$ cat src/rtl/piece_queue_if.sv
// Handshake bundle between the piece generator and its consumer.
// The consumer drives pop and the seed controls. The generator drives the head piece, the previews and the count.
interface piece_queue_if #(
    parameter int QUEUE_DEPTH = 4,
    parameter int POS_W       = 8
);
    logic                     pop;
    logic                     seed_load;
    logic [15:0]              seed_val;
    logic                     piece_valid;
    logic [3:0]               piece_shape;
    logic [1:0]               piece_rot;
    logic [POS_W-1:0]         piece_pos;
    logic [4*QUEUE_DEPTH-1:0] preview_shapes;
    logic [3:0]               count;

    modport master (
        output pop, seed_load, seed_val,
        input  piece_valid, piece_shape, piece_rot, piece_pos, preview_shapes, count
    );

    modport slave (
        input  pop, seed_load, seed_val,
        output piece_valid, piece_shape, piece_rot, piece_pos, preview_shapes, count
    );
endinterface

$ cat src/rtl/piece_queue.sv
// LFSR-fed piece queue: a head piece plus previews, filled with random shapes and rotations.
// Defining PIECE_BAG_RANDOMIZER_EN enables bag mode. In bag mode each aligned group of NUM_SHAPES pushes holds every shape once.
module piece_queue #(
    parameter int          NUM_SHAPES  = 7,
    parameter int          QUEUE_DEPTH = 4,
    parameter int          POS_W       = 8,
    parameter int          SPAWN_POS   = 128,
    parameter logic [15:0] SEED        = 16'hACE1
) (
    input  logic         clk,
    input  logic         reset,
    piece_queue_if.slave bus
);
    // Galois taps for x^16 + x^14 + x^13 + x^11 + 1 (right-shifting form)
    localparam logic [15:0] TAPS    = 16'hB400;
    localparam logic [3:0]  DEPTH_C = 4'(QUEUE_DEPTH);

    logic [15:0]                  lfsr_reg, lfsr_next;
    logic [3:0]                   count_reg, count_next;
    logic [QUEUE_DEPTH-1:0][3:0]  shape_reg, shape_next;
    logic [QUEUE_DEPTH-1:0][1:0]  rot_reg, rot_next;

    logic [3:0] cand_shape;
    logic [1:0] cand_rot;
    logic       cand_in_range;
    logic       shape_used;
    logic       pop_eff;
    logic       push_en;
    logic [3:0] base_count;

    assign cand_shape    = lfsr_reg[3:0];
    assign cand_rot      = lfsr_reg[5:4];
    assign cand_in_range = ({1'b0, cand_shape} < 5'(NUM_SHAPES));

    assign pop_eff    = bus.pop && (count_reg != 4'd0) && !bus.seed_load;
    assign base_count = count_reg - {3'b000, pop_eff};
    // A full queue still accepts a push when the head leaves in the same cycle
    assign push_en    = !bus.seed_load && cand_in_range && !shape_used && (base_count < DEPTH_C);
    assign count_next = bus.seed_load ? 4'd0 : base_count + {3'b000, push_en};

    assign lfsr_next = bus.seed_load ? ((bus.seed_val == 16'd0) ? SEED : bus.seed_val)
                                     : (lfsr_reg[0] ? ((lfsr_reg >> 1) ^ TAPS) : (lfsr_reg >> 1));

`ifdef PIECE_BAG_RANDOMIZER_EN
    logic [NUM_SHAPES-1:0] mask_reg, mask_next, mask_set;
    logic [15:0]           mask_wide;
    logic [15:0]           cand_onehot;

    assign mask_wide   = 16'(mask_reg);
    assign shape_used  = mask_wide[cand_shape];
    assign cand_onehot = 16'd1 << cand_shape;
    assign mask_set    = mask_reg | cand_onehot[NUM_SHAPES-1:0];
    // Completing the bag starts the next one in the same cycle
    assign mask_next   = bus.seed_load ? '0 :
                         push_en       ? ((&mask_set) ? '0 : mask_set) :
                                         mask_reg;

    always_ff @(posedge clk or posedge reset) begin
        if (reset) begin
            mask_reg <= '0;
        end else begin
            mask_reg <= mask_next;
        end
    end
`else
    assign shape_used = 1'b0;
`endif

    genvar gi;
    generate
        for (gi = 0; gi < QUEUE_DEPTH; gi++) begin : g_entry
            logic [3:0] up_shape;
            logic [1:0] up_rot;
            logic       push_here;

            if (gi == QUEUE_DEPTH - 1) begin : g_tail
                assign up_shape = 4'd0;
                assign up_rot   = 2'd0;
            end else begin : g_body
                assign up_shape = shape_reg[gi+1];
                assign up_rot   = rot_reg[gi+1];
            end

            // The tail slot is indexed by the count left after any pop
            assign push_here = push_en && (base_count == 4'(gi));

            assign shape_next[gi] = bus.seed_load ? 4'd0 :
                                    push_here     ? cand_shape :
                                    pop_eff       ? up_shape : shape_reg[gi];
            assign rot_next[gi]   = bus.seed_load ? 2'd0 :
                                    push_here     ? cand_rot :
                                    pop_eff       ? up_rot : rot_reg[gi];

            assign bus.preview_shapes[4*gi +: 4] = (4'(gi) < count_reg) ? shape_reg[gi] : 4'd0;
        end
    endgenerate

    always_ff @(posedge clk or posedge reset) begin
        if (reset) begin
            lfsr_reg  <= SEED;
            count_reg <= 4'd0;
            shape_reg <= '0;
            rot_reg   <= '0;
        end else begin
            lfsr_reg  <= lfsr_next;
            count_reg <= count_next;
            shape_reg <= shape_next;
            rot_reg   <= rot_next;
        end
    end

    assign bus.piece_valid = (count_reg != 4'd0);
    assign bus.piece_shape = bus.piece_valid ? shape_reg[0] : 4'd0;
    assign bus.piece_rot   = bus.piece_valid ? rot_reg[0] : 2'd0;
    assign bus.piece_pos   = POS_W'(SPAWN_POS);
    assign bus.count       = count_reg;
endmodule

$ cat src/flat_wrapper.sv
// flat-port wrapper written by rule: the top's interface ports become plain ports
module piece_queue_flat 
#(
    parameter int          NUM_SHAPES  = 7,
    parameter int          QUEUE_DEPTH = 4,
    parameter int          POS_W       = 8,
    parameter int          SPAWN_POS   = 128,
    parameter logic [15:0] SEED        = 16'hACE1
)
  (clk, reset, bus_pop, bus_seed_load, bus_seed_val, bus_piece_valid, bus_piece_shape, bus_piece_rot, bus_piece_pos, bus_preview_shapes, bus_count);
  piece_queue_if #(.QUEUE_DEPTH(QUEUE_DEPTH), .POS_W(POS_W)) bus_i ();
  input  logic clk;
  input  logic reset;
  input wire logic [$bits(bus_i.pop)-1:0] bus_pop;
  input wire logic [$bits(bus_i.seed_load)-1:0] bus_seed_load;
  input wire logic [$bits(bus_i.seed_val)-1:0] bus_seed_val;
  output wire logic [$bits(bus_i.piece_valid)-1:0] bus_piece_valid;
  output wire logic [$bits(bus_i.piece_shape)-1:0] bus_piece_shape;
  output wire logic [$bits(bus_i.piece_rot)-1:0] bus_piece_rot;
  output wire logic [$bits(bus_i.piece_pos)-1:0] bus_piece_pos;
  output wire logic [$bits(bus_i.preview_shapes)-1:0] bus_preview_shapes;
  output wire logic [$bits(bus_i.count)-1:0] bus_count;
  assign bus_i.pop = bus_pop;
  assign bus_i.seed_load = bus_seed_load;
  assign bus_i.seed_val = bus_seed_val;
  assign bus_piece_valid = bus_i.piece_valid;
  assign bus_piece_shape = bus_i.piece_shape;
  assign bus_piece_rot = bus_i.piece_rot;
  assign bus_piece_pos = bus_i.piece_pos;
  assign bus_preview_shapes = bus_i.preview_shapes;
  assign bus_count = bus_i.count;
  piece_queue #(.NUM_SHAPES(NUM_SHAPES), .QUEUE_DEPTH(QUEUE_DEPTH), .POS_W(POS_W), .SPAWN_POS(SPAWN_POS), .SEED(SEED)) u_core (.clk(clk), .reset(reset), .bus(bus_i));
endmodule
$ cat config.mk
export PLATFORM = sky130hd
export DESIGN_NAME = piece_queue_flat
export DESIGN_NICKNAME = d
export VERILOG_FILES = /design/src/rtl/piece_queue_if.sv /design/src/rtl/piece_queue.sv /design/src/flat_wrapper.sv
export SDC_FILE = /design/constraint.sdc
export NUM_CORES = 1
export LEC_CHECK = 0
export CORE_ASPECT_RATIO = 0.9
export CORE_MARGIN = 3
export CORE_UTILIZATION = 45
export DETAILED_ROUTE_END_ITERATION = 12
export GPL_TIMING_DRIVEN = 1
export PLACE_DENSITY = 0.73
export REMOVE_ABC_BUFFERS = 1
export SKIP_CTS_REPAIR_TIMING = 1
export SLEW_MARGIN = 20
export SYNTH_ARGS = -nofsm -noshare
export SYNTH_HDL_FRONTEND = slang
export SYNTH_SLANG_ARGS = --single-unit
export TNS_END_PERCENT = 30
$ cat constraint.sdc
create_clock -name clk -period 4.1 [get_ports clk]
set_input_delay 1.025 -clock clk [delete_from_list [all_inputs] [get_ports clk]]
set_output_delay 1.025 -clock clk [all_outputs]
set_load 0.01 [all_outputs]
After elaboration in Yosys (flattened, before gate mapping)
Cells that the tools add are included.
Widths: inputs -> output; s select.
{"block": "word_totals", "regBits": 44, "out_inout_bits": 35, "word_cells": 72}
{"block": "op_classes", "n_addsub": 2, "magnitude_cmp": 6, "n_eq_ne": 3, "mux": 34, "bitwise_logic": 1, "reduce_logical": 16}
{"cell": "$mux 4", "n": 18}
{"cell": "$mux 16", "n": 3}
{"cell": "$mux 2", "n": 13}
{"cell": "$logic_not 16->1", "n": 1}
{"cell": "$reduce_bool 3->1", "n": 4}
{"cell": "$eq 4x2->1 const B", "n": 2}
{"cell": "$logic_and 1x1->1", "n": 8}
{"cell": "$lt 1x4->1 const A", "n": 2}
{"cell": "$lt 2x4->1 const A", "n": 2}
{"cell": "$lt 4x3->1 const B", "n": 2}
{"cell": "$add 4x1->4", "n": 1}
{"cell": "$eq 4x1->1 const B", "n": 1}
{"cell": "$logic_not 4->1", "n": 1}
{"cell": "$not 3->4", "n": 1}
{"cell": "$reduce_bool 4->1", "n": 1}
{"cell": "$sub 4x1->4", "n": 1}
{"cell": "$logic_not 1->1", "n": 1}

Depth between registers and ports, before layout
Gate-level depths: netlist (run 1).
{"block": "logic_depth", "depth_word": 9, "depth_mapped": 16, "depth_no_buf": 12}

Least setup slack after synthesis (run 1)
Ideal clock, no wire load.
{"block": "synth_timing", "path_kind": "input port to flip-flop", "from": "in bus_seed_load", "to": "reg u_core.count_reg[3] (netlist: u_core.bus.count[3])", "arrival_ps": 3443, "required_ps": 3970, "slack_ps": 527, "path_stages": 13, "path_buffers": 3, "path_cell_list": "clkbuf_1 -> clkbuf_1 -> nor2_1 -> ha_1 -> ha_1 -> xnor2_1 -> nand2_1 -> clkbuf_1 -> nor3_1 -> ha_1 -> nor3b_1 -> xnor2_1 -> nor2_1"}
{"block": "synth_via", "elab_chain_cells": 7}
{"item": "start: declaration", "line": "flat_wrapper.sv:15", "text": "input wire logic [$bits(bus_i.seed_load)-1:0] bus_seed_load;"}
{"item": "$logic_not 1->1", "line": "piece_queue.sv:35, piece_queue.sv:38"}
{"item": "$logic_and 1x1->1", "line": "piece_queue.sv:35", "text": "assign pop_eff = bus.pop && (count_reg != 4'd0) && !bus.seed_load;"}
{"item": "$sub 4x1->4", "line": "piece_queue.sv:36", "text": "assign base_count = count_reg - {3'b000, pop_eff};"}
{"item": "$lt 4x3->1", "line": "piece_queue.sv:38", "text": "assign push_en = !bus.seed_load && cand_in_range && !shape_used && (base_count < DEPTH_C);"}
{"item": "$logic_and 1x1->1", "line": "piece_queue.sv:38"}
{"item": "$add 4x1->4", "line": "piece_queue.sv:39", "text": "assign count_next = bus.seed_load ? 4'd0 : base_count + {3'b000, push_en};"}
{"item": "$mux 4 (*)", "line": "piece_queue.sv:39"}
{"item": "net u_core.count_next[3]", "line": "piece_queue.sv:19", "text": "logic [3:0] count_reg, count_next;"}
{"item": "end signal: assignment", "line": "piece_queue.sv:106", "text": "count_reg <= count_next;"}
{"item": "end: declaration", "line": "piece_queue.sv:19"}
Mark *: on every way through the listed nets, which the timed path passes. The rest lies on a longest branch.
A chain may end at the register's enable or synchronous reset.

Worst setup path in the final report (run 1)
{"block": "layout_timing", "from": "reg u_core.count_reg[2] (netlist: u_core.bus.count[2])", "to": "reg u_core.shape_reg (netlist bit u_core.g_entry[2].up_shape[0])"}
{"block": "layout_via", "elab_chain_cells": 9}
{"item": "$reduce_bool 4->1", "line": "piece_queue.sv:35"}
{"item": "$logic_and 1x1->1 (2 in a row)", "line": "piece_queue.sv:35"}
{"item": "$sub 4x1->4", "line": "piece_queue.sv:36"}
{"item": "$lt 4x3->1", "line": "piece_queue.sv:38"}
{"item": "$logic_and 1x1->1", "line": "piece_queue.sv:38"}
{"item": "$logic_and 1x1->1", "line": "piece_queue.sv:85", "text": "assign push_here = push_en && (base_count == 4'(gi));"}
{"item": "$mux 4", "line": "piece_queue.sv:88", "text": "push_here ? cand_shape :"}
{"item": "$mux 4", "line": "piece_queue.sv:87", "text": "assign shape_next[gi] = bus.seed_load ? 4'd0 :"}
{"item": "end signal: assignment", "line": "piece_queue.sv:107", "text": "shape_reg <= shape_next;"}
{"item": "end: declaration", "line": "piece_queue.sv:20", "text": "logic [QUEUE_DEPTH-1:0][3:0] shape_reg, shape_next;"}
Parallel ways exist; a longest one is shown, timed or not.

==> impl_metrics.toml, run 1 <==
[timing]
finalHoldViolCount = 0
timing.final.setup_violations = 0
max_slew.worst_pin.slew_ps = 740.5
grt_setup_unrepaired = "no"
worst_clock_skew_ps = 3.838
finalSetupTns_ps = 0
fin_crit_ps = 3493
timing.fmax_ghz = 0.2863
final-max-slew-violation-count = 0
slew_headroom_pct = 50.58
period_share_pct = 85.19

[yosys]
synth-seq-cells = 44
synthDominantCellAreaShare_pct = 37.48
synthArstFlopShare_pct = 100.0
synth.yosys.seq_area_share_pct = 46.23
multiplexer_share_of_the_synthesized_area_pct = 6.299
netlist_area_sq_um = 2404
synth_compound_area_share_pct = 13.53
yosys_top_cell_by_area = "sky130_fd_sc_hd__dfrtp_1"
netlist-cell-type-count = 40
yosys.area_share.xor_xnor_pct = 2.915
yosys_warnings = 0
synth-adder-area-share_pct = 2.082
syn-mean-instance-area_sq_um = 9.891
synthFlopType = "sky130_fd_sc_hd__dfrtp_1"
yosys.area_share.simple_pct = 20.46
post_synth_inst_count = 243
synth-edff-count = 0
largest_family_of_logic_cells_by_synthesized_area = "simple AND/OR/NAND/NOR gates"
synth.area.top_cells = "sky130_fd_sc_hd__dfrtp_1 37%, sky130_fd_sc_hd__dfstp_2 8.7%, sky130_fd_sc_hd__nand2_1 5.6%"

[power]
power.share.switching_pct = 38.49
seq_power_share_pct = 40.3
part_of_the_power_in_the_clock_network_pct = 18.3
power.static_leakage_nw = 1.234
design_power_total_mw = 1.404
power.combinational.fraction_pct = 41.5
vdd_drop_max_v = 0.0002875
power_density_nw_per_um2 = 482.1
power.switching_mw = 0.5405
power.internal_mw = 0.8637

[die]
floorplan.die.width_um = 83.04
effective_utilization_at_floorplan_pct = 48.22
die-height_um = 75.34
rows = 24
ioPinCount = 55
design.core.area_sq_um = 4985
design.die.area_sq_um = 6255

[setup_path]
critPathLaunchType = "register"
endpoint_kind = "register"
timing.critical_path.cells = "or4_1 > nand2_1 > nor2_1 > ha_1 > ha_1 > xnor2_1 > nand2_1 > nor3_2 > mux2_2"
reg2reg_from = "u_core.bus.count[2]$_DFF_PP0_"
required_ps = 4280
worst_path_max_delay_cell = "sky130_fd_sc_hd__or4_1"
data_arrival_critical_path_ps = 3670
timing.critical_path.slowest_cell_delay_ps = 670
rr_worst_depth = 9
crit_path_max_fanout = 14
startpoint_to_endpoint_class_of_the_critical_path = "register to register"
crit_start = "u_core.bus.count[2]$_DFF_PP0_"

[clock_network]
clockBufferDepth = 2
cts_buffers = 5
cts_tree = "built"
clkSlewWorstSetupHoldPaths_ps = 80
insertion_delay_ps = 290
cts_sink_cnt = 44
cts-root-buf = "sky130_fd_sc_hd__clkbuf_8"
cts-htree-levels = 2

[drt]
detail_route.first_pass.iterations = 4
route.detailed.drc = 0
drt.antenna.violating_nets = 0
via_density_per_instance = 5.467
totalWireLength_um = 5191
drt_iter0_markers = 148
routed-via-count = 1886
wl_per_cell_um = 15.05

[final_layout]
regArea_sq_um = 1111
diodes = 0
layout.nets = 303
synth_to_final_area_change_pct = 21.19
largest_reg_flops = 16
multi_input_area_sq_um = 1119
final_layout_size_suffix_gt1_share_pct = 12.14
count_of_filler_cells_inserted_in_the_layout = 480
finalInstanceArea_sq_um = 2913

[hold_path]
hp-start = "u_core.lfsr_reg[8]$_DFF_PP0_"
worstHoldPathType = "register to register"
min_delay_path_depth = 1

[global_route]
grt_pass1_vias = 1812
grt_antenna_before_repair = 0
global_route.usage.met1_pct = 21.72
top_usage_layer = "met2"
track_usage_pct = 17.33
globalRouteMet3Util_pct = 4.216
grt.met2_usage_pct = 30.60
remaining_global_route_overflow = 0
maximum_number_of_pins_on_one_net_before_global_route_repair = 29
global_route_wire_length_before_repair_um = 8652

[placement]
final_wtd_congestion = 0.8552
place.port_buffers = 46
detailed_place_hpwl_um = 3912
placed_cell_area_sq_um = 2831

[run]
number_of_max_cap_violations = 0

[run_status]
status = "complete, no violations"
## area by class of cell
class / count / area share, %
multi-input cells: 170 / 38.40
flip-flops and latches: 44 / 38.14
repair buffers: 50 / 16.84
well taps: 65 / 2.792
clock buffers: 7 / 2.620
inverters: 8 / 1.031
clock inverters: 1 / 0.1718
## worst max-delay path, delay by kind of cell, from the launching register on
kind / cells / cell delay, ps
mux: 1 / 400
xor+xnor: 1 / 300
simple gates: 5 / 1840
fa+ha+maj: 2 / 380
flops: 1 / 470
## synth_stat cells (all sizes together), types with 4 or more instances
master and count:
a31oi 15, a41o 5, and2 8, and3 7, buf 20, clkbuf 7
dfrtp 36, dfstp 8, ha 4, inv 8, mux2 11, nand2 36
nand3 4, nor2 9, nor2b 14, nor4 4, o22a 6, o41ai 11
xnor2 6
## power groups by stage
stage               Combinational (mW)  Clock [mW]  Sequential [mW]
floorplan                        0.359           0            0.560
global route                     0.648       0.281            0.575
detailed placement               0.583           0            0.573
global placement                 0.574           0            0.568
finish                           0.582       0.256            0.565
CTS                              0.586       0.265            0.565
## logic make-up after synthesis
kind of cell / count (synthesis)
other cells: 2
xor+xnor: 8
fa+ha+maj: 4
buf+inv: 35
mux: 13
simple gates: 94
compound gates: 43
flops: 44
## layer usage
metal	wire length, um	part of all wire (%)	vias up
li1	-	-	906
met1	2310	45	898
met2	2473	48	77
met3	357	6.9	5
met4	48	0.92	0
met5	0	0	-
## worst paths after layout
path	end	slack, ps
worst max-delay path	u_core.g_entry[2].up_shape[0]$_DFFE_PP0P_	610
worst min-delay path	u_core.lfsr_reg[7]$_DFF_PP1_	480
worst max register to register	u_core.g_entry[2].up_shape[0]$_DFFE_PP0P_	610
worst min register to register	u_core.lfsr_reg[7]$_DFF_PP1_	480
max in group asynchronous	u_core.lfsr_reg[5]$_DFF_PP1_	2100
min in group asynchronous	u_core.g_entry[0].up_shape[3]$_DFFE_PP0P_	1160
## cells in the final DEF, fill, tap and decap left out, drive strengths merged
cell type,netlist,layout
a211oi,1,1
clkinv,0,1
xnor2,6,6
mux2,11,11
mux2i,2,2
xor2,2,2
and2,8,8
clkdlybuf4s50,0,46
dfrtp,36,36
nor3b,2,2
nor4b,1,1
or4,1,1
buf,20,4
dfstp,8,8
nand2b,2,2
nor2b,14,14
a41o,5,5
o22a,6,6
nor4,4,4
nand3,4,4
clkbuf,7,7
and3,7,7
nand2,36,36
or2,1,1
nor2,9,9
ha,4,4
o21ai,3,3
nor3,3,3
a21oi,2,2
or3,2,2
o41ai,11,11
conb,2,8
a31oi,15,15
inv,8,8
## stage by stage
stage / worst slack [ps] / instances / util [%] / hold slack [ps]
after CTS: 617.9 / 345 / 58.43 / 485.3
after global placement: 418.8 / 337 / 56.80 / 457.2
after floorplan: 578.0 / 222 / - / 449.7
after detailed placement: 341.7 / 337 / 56.80 / 465.9
final: 607.3 / 345 / 58.43 / 480.5
after global routing: 376.4 / 345 / 58.43 / 496.8
(Power assumes the default switching activity.)
==> run 2, diff against run 1 <==
--- a/config.mk
+++ b/config.mk
@@ -5,12 +5,13 @@
 export SDC_FILE = /design/constraint.sdc
 export NUM_CORES = 1
 export LEC_CHECK = 0
+export CAP_MARGIN = 20
 export CORE_ASPECT_RATIO = 0.9
 export CORE_MARGIN = 3
-export CORE_UTILIZATION = 45
+export CORE_UTILIZATION = 50
 export DETAILED_ROUTE_END_ITERATION = 12
 export GPL_TIMING_DRIVEN = 1
-export PLACE_DENSITY = 0.73
+export PLACE_DENSITY = 0.8
 export REMOVE_ABC_BUFFERS = 1
 export SKIP_CTS_REPAIR_TIMING = 1
 export SLEW_MARGIN = 20
==> run 2 against run 1 <==
Effect of this change: via count is 1.5% higher; largest power group unchanged; clock-buffer cell count fell by 2; critical endpoint is now u_core.g_entry[2].up_shape[1]$_DFFE_PP0P_; die area down 9.3%; register-to-register slack about the same; total power rose by 6.3%; setup slack lost 6.6 ps; first-iteration DRC count is 11% higher; highest routed layer unchanged; global-route usage increased by 1.6 points; worst hold slack better by 7.5 ps.
==> impl_metrics.toml, run 2 (same netlist as run 1, synthesis figures left out) <==
[clock_network]
insertion_delay_ps = 300
clockBufferDepth = 2
cts_sink_cnt = 44
cts_tree = "built"
cts-root-buf = "sky130_fd_sc_hd__clkbuf_8"
cts-htree-levels = 2
cts_buffers = 5
clkSlewWorstSetupHoldPaths_ps = 90

[placement]
final_wtd_congestion = 0.9099
place.port_buffers = 46
detailed_place_hpwl_um = 3778

[setup_path]
timing.critical_path.slowest_cell_delay_ps = 670
timing.reg2reg.setup_slack_ps = 600
startpoint_to_endpoint_class_of_the_critical_path = "register to register"
worst_path_max_delay_cell = "sky130_fd_sc_hd__or4_1"
critPathLaunchType = "register"
timing.critical_path.cells = "or4_1 > nand2_1 > nor2_1 > ha_1 > ha_1 > xnor2_1 > nand2_1 > nor3_2 > mux2_2"
required_ps = 4290
crit_path_max_fanout = 14
data_arrival_critical_path_ps = 3690
endpoint_kind = "register"

[drt]
drt_iter0_markers = 165
totalWireLength_um = 5298
drt.antenna.violating_nets = 0
via_density_per_instance = 5.599
routed-via-count = 1915
detail_route.first_pass.iterations = 4
route.detailed.drc = 0
wl_per_cell_um = 15.49

[power]
vdd_drop_max_v = 0.0002878
design_power_total_mw = 1.492
power_density_nw_per_um2 = 506.9
power.static_leakage_nw = 1.250

[run]
number_of_max_cap_violations = 0

[timing]
final-max-slew-violation-count = 0
finalSetupTns_ps = 0
grt_setup_unrepaired = "no"
fin_crit_ps = 3499
timing.fmax_ghz = 0.2858
worst_clock_skew_ps = 9.958
timing.final.setup_violations = 0
finalHoldViolCount = 0
max_slew.worst_pin.slew_ps = 629.2
slew_headroom_pct = 57.80
period_share_pct = 85.35

[final_layout]
largest_reg_flops = 16
layout_commonest_cell = "sky130_fd_sc_hd__clkdlybuf4s50_1"
final_layout_size_suffix_gt1_share_pct = 12.86
diodes = 0
layout.nets = 303
most_frequent_cells_in_the_layout = "46 x sky130_fd_sc_hd__clkdlybuf4s50_1, 36 x sky130_fd_sc_hd__nand2_1, 36 x sky130_fd_sc_hd__dfrtp_1, 15 x sky130_fd_sc_hd__a31oi_1, 14 x sky130_fd_sc_hd__nor2b_1"
synth_to_final_area_change_pct = 22.49

[global_route]
maximum_number_of_pins_on_one_net_before_global_route_repair = 45
grt_antenna_before_repair = 0
remaining_global_route_overflow = 0
track_usage_pct = 18.91
global_route_wire_length_before_repair_um = 8390
grt_pass1_vias = 1701

[die]
design.core.area_sq_um = 4547
effective_utilization_at_floorplan_pct = 52.86
rows = 23
ioPinCount = 55
floorplan.die.width_um = 79.09
design.die.area_sq_um = 5676
die-height_um = 71.78

[run_status]
status = "complete, no violations"

[hold_path]
worstHoldPathType = "register to register"
==> run 2: cell types whose count changed in the layout (fill, tap and decap cells not counted), sizes merged <==
cell	previous run	this run
bufinv	0	1
clkinv	1	2
clkbuf	7	5
==> run 2: layer usage <==
| metal | vias up | part of all wire [%] | global-route usage (%) |
|---|---|---|---|
| li1 | 918 | - | - |
| met1 | 925 | 47 | 26.35 |
| met2 | 66 | 45 | 29.53 |
| met3 | 6 | 6.1 | 3.518 |
| met4 | 0 | 1.8 | 7.252 |
| met5 | - | 0 | 0 |
==> run 2: per-stage QoR <==
step | worst slack (ps) | instance area [sq um] | std cells | util [%] | hold slack, ps
5_1_grt | 317.2 | 2944 | 342 | 64.75 | 503.2
4_1_cts | 581.4 | 2944 | 342 | 64.75 | 487.0
2_1_floorplan | 578.0 | 2260 | 222 | - | 449.7
3_3_place_gp | 467.6 | 2828 | 334 | 62.19 | 453.6
3_5_place_dp | 345.3 | 2828 | 334 | 62.19 | 465.1
6_report | 600.7 | 2944 | 342 | 64.75 | 488.0
==> run 2: area by class of cell <==
type / instances / area (sq um)
Fill cell: 398 / 1603
Sequential cell: 44 / 1111
Multi-Input combinational cell: 170 / 1119
Tap cell: 62 / 77.57
Clock inverter: 3 / 47.55
Timing Repair Buffer: 50 / 490.5
Inverter: 8 / 30.03
Clock buffer: 5 / 68.82
==> run 2: worst max-delay path: cells and delay by family, from the launching register on <==
family                   cells  cell delay, ps
AND/OR/NAND/NOR              5            1810
flip-flops                   1             460
multiplexers                 1             400
adder cells (fa/ha/maj)      2             390
XOR/XNOR                     1             340
==> run 2: worst paths after layout <==
check,from,end,cells past startpoint
setup / recovery,u_core.bus.count[1]$_DFF_PP0_,u_core.g_entry[2].up_shape[1]$_DFFE_PP0P_,9
hold / removal,u_core.lfsr_reg[12]$_DFF_PP0_,u_core.lfsr_reg[11]$_DFF_PP1_,1
setup reg to reg,u_core.bus.count[1]$_DFF_PP0_,u_core.g_entry[2].up_shape[1]$_DFFE_PP0P_,9
hold reg to reg,u_core.lfsr_reg[12]$_DFF_PP0_,u_core.lfsr_reg[11]$_DFF_PP1_,1
max in group asynchronous,reset,u_core.lfsr_reg[6]$_DFF_PP1_,3
min in group asynchronous,reset,u_core.lfsr_reg[14]$_DFF_PP0_,3
==> run 2: power by group <==
group          switching (mW)  total, mW  internal (mW)
clock                   0.152      0.336          0.183
combinational           0.353      0.592          0.239
sequential             0.0583      0.564          0.506
total                   0.563       1.49          0.929
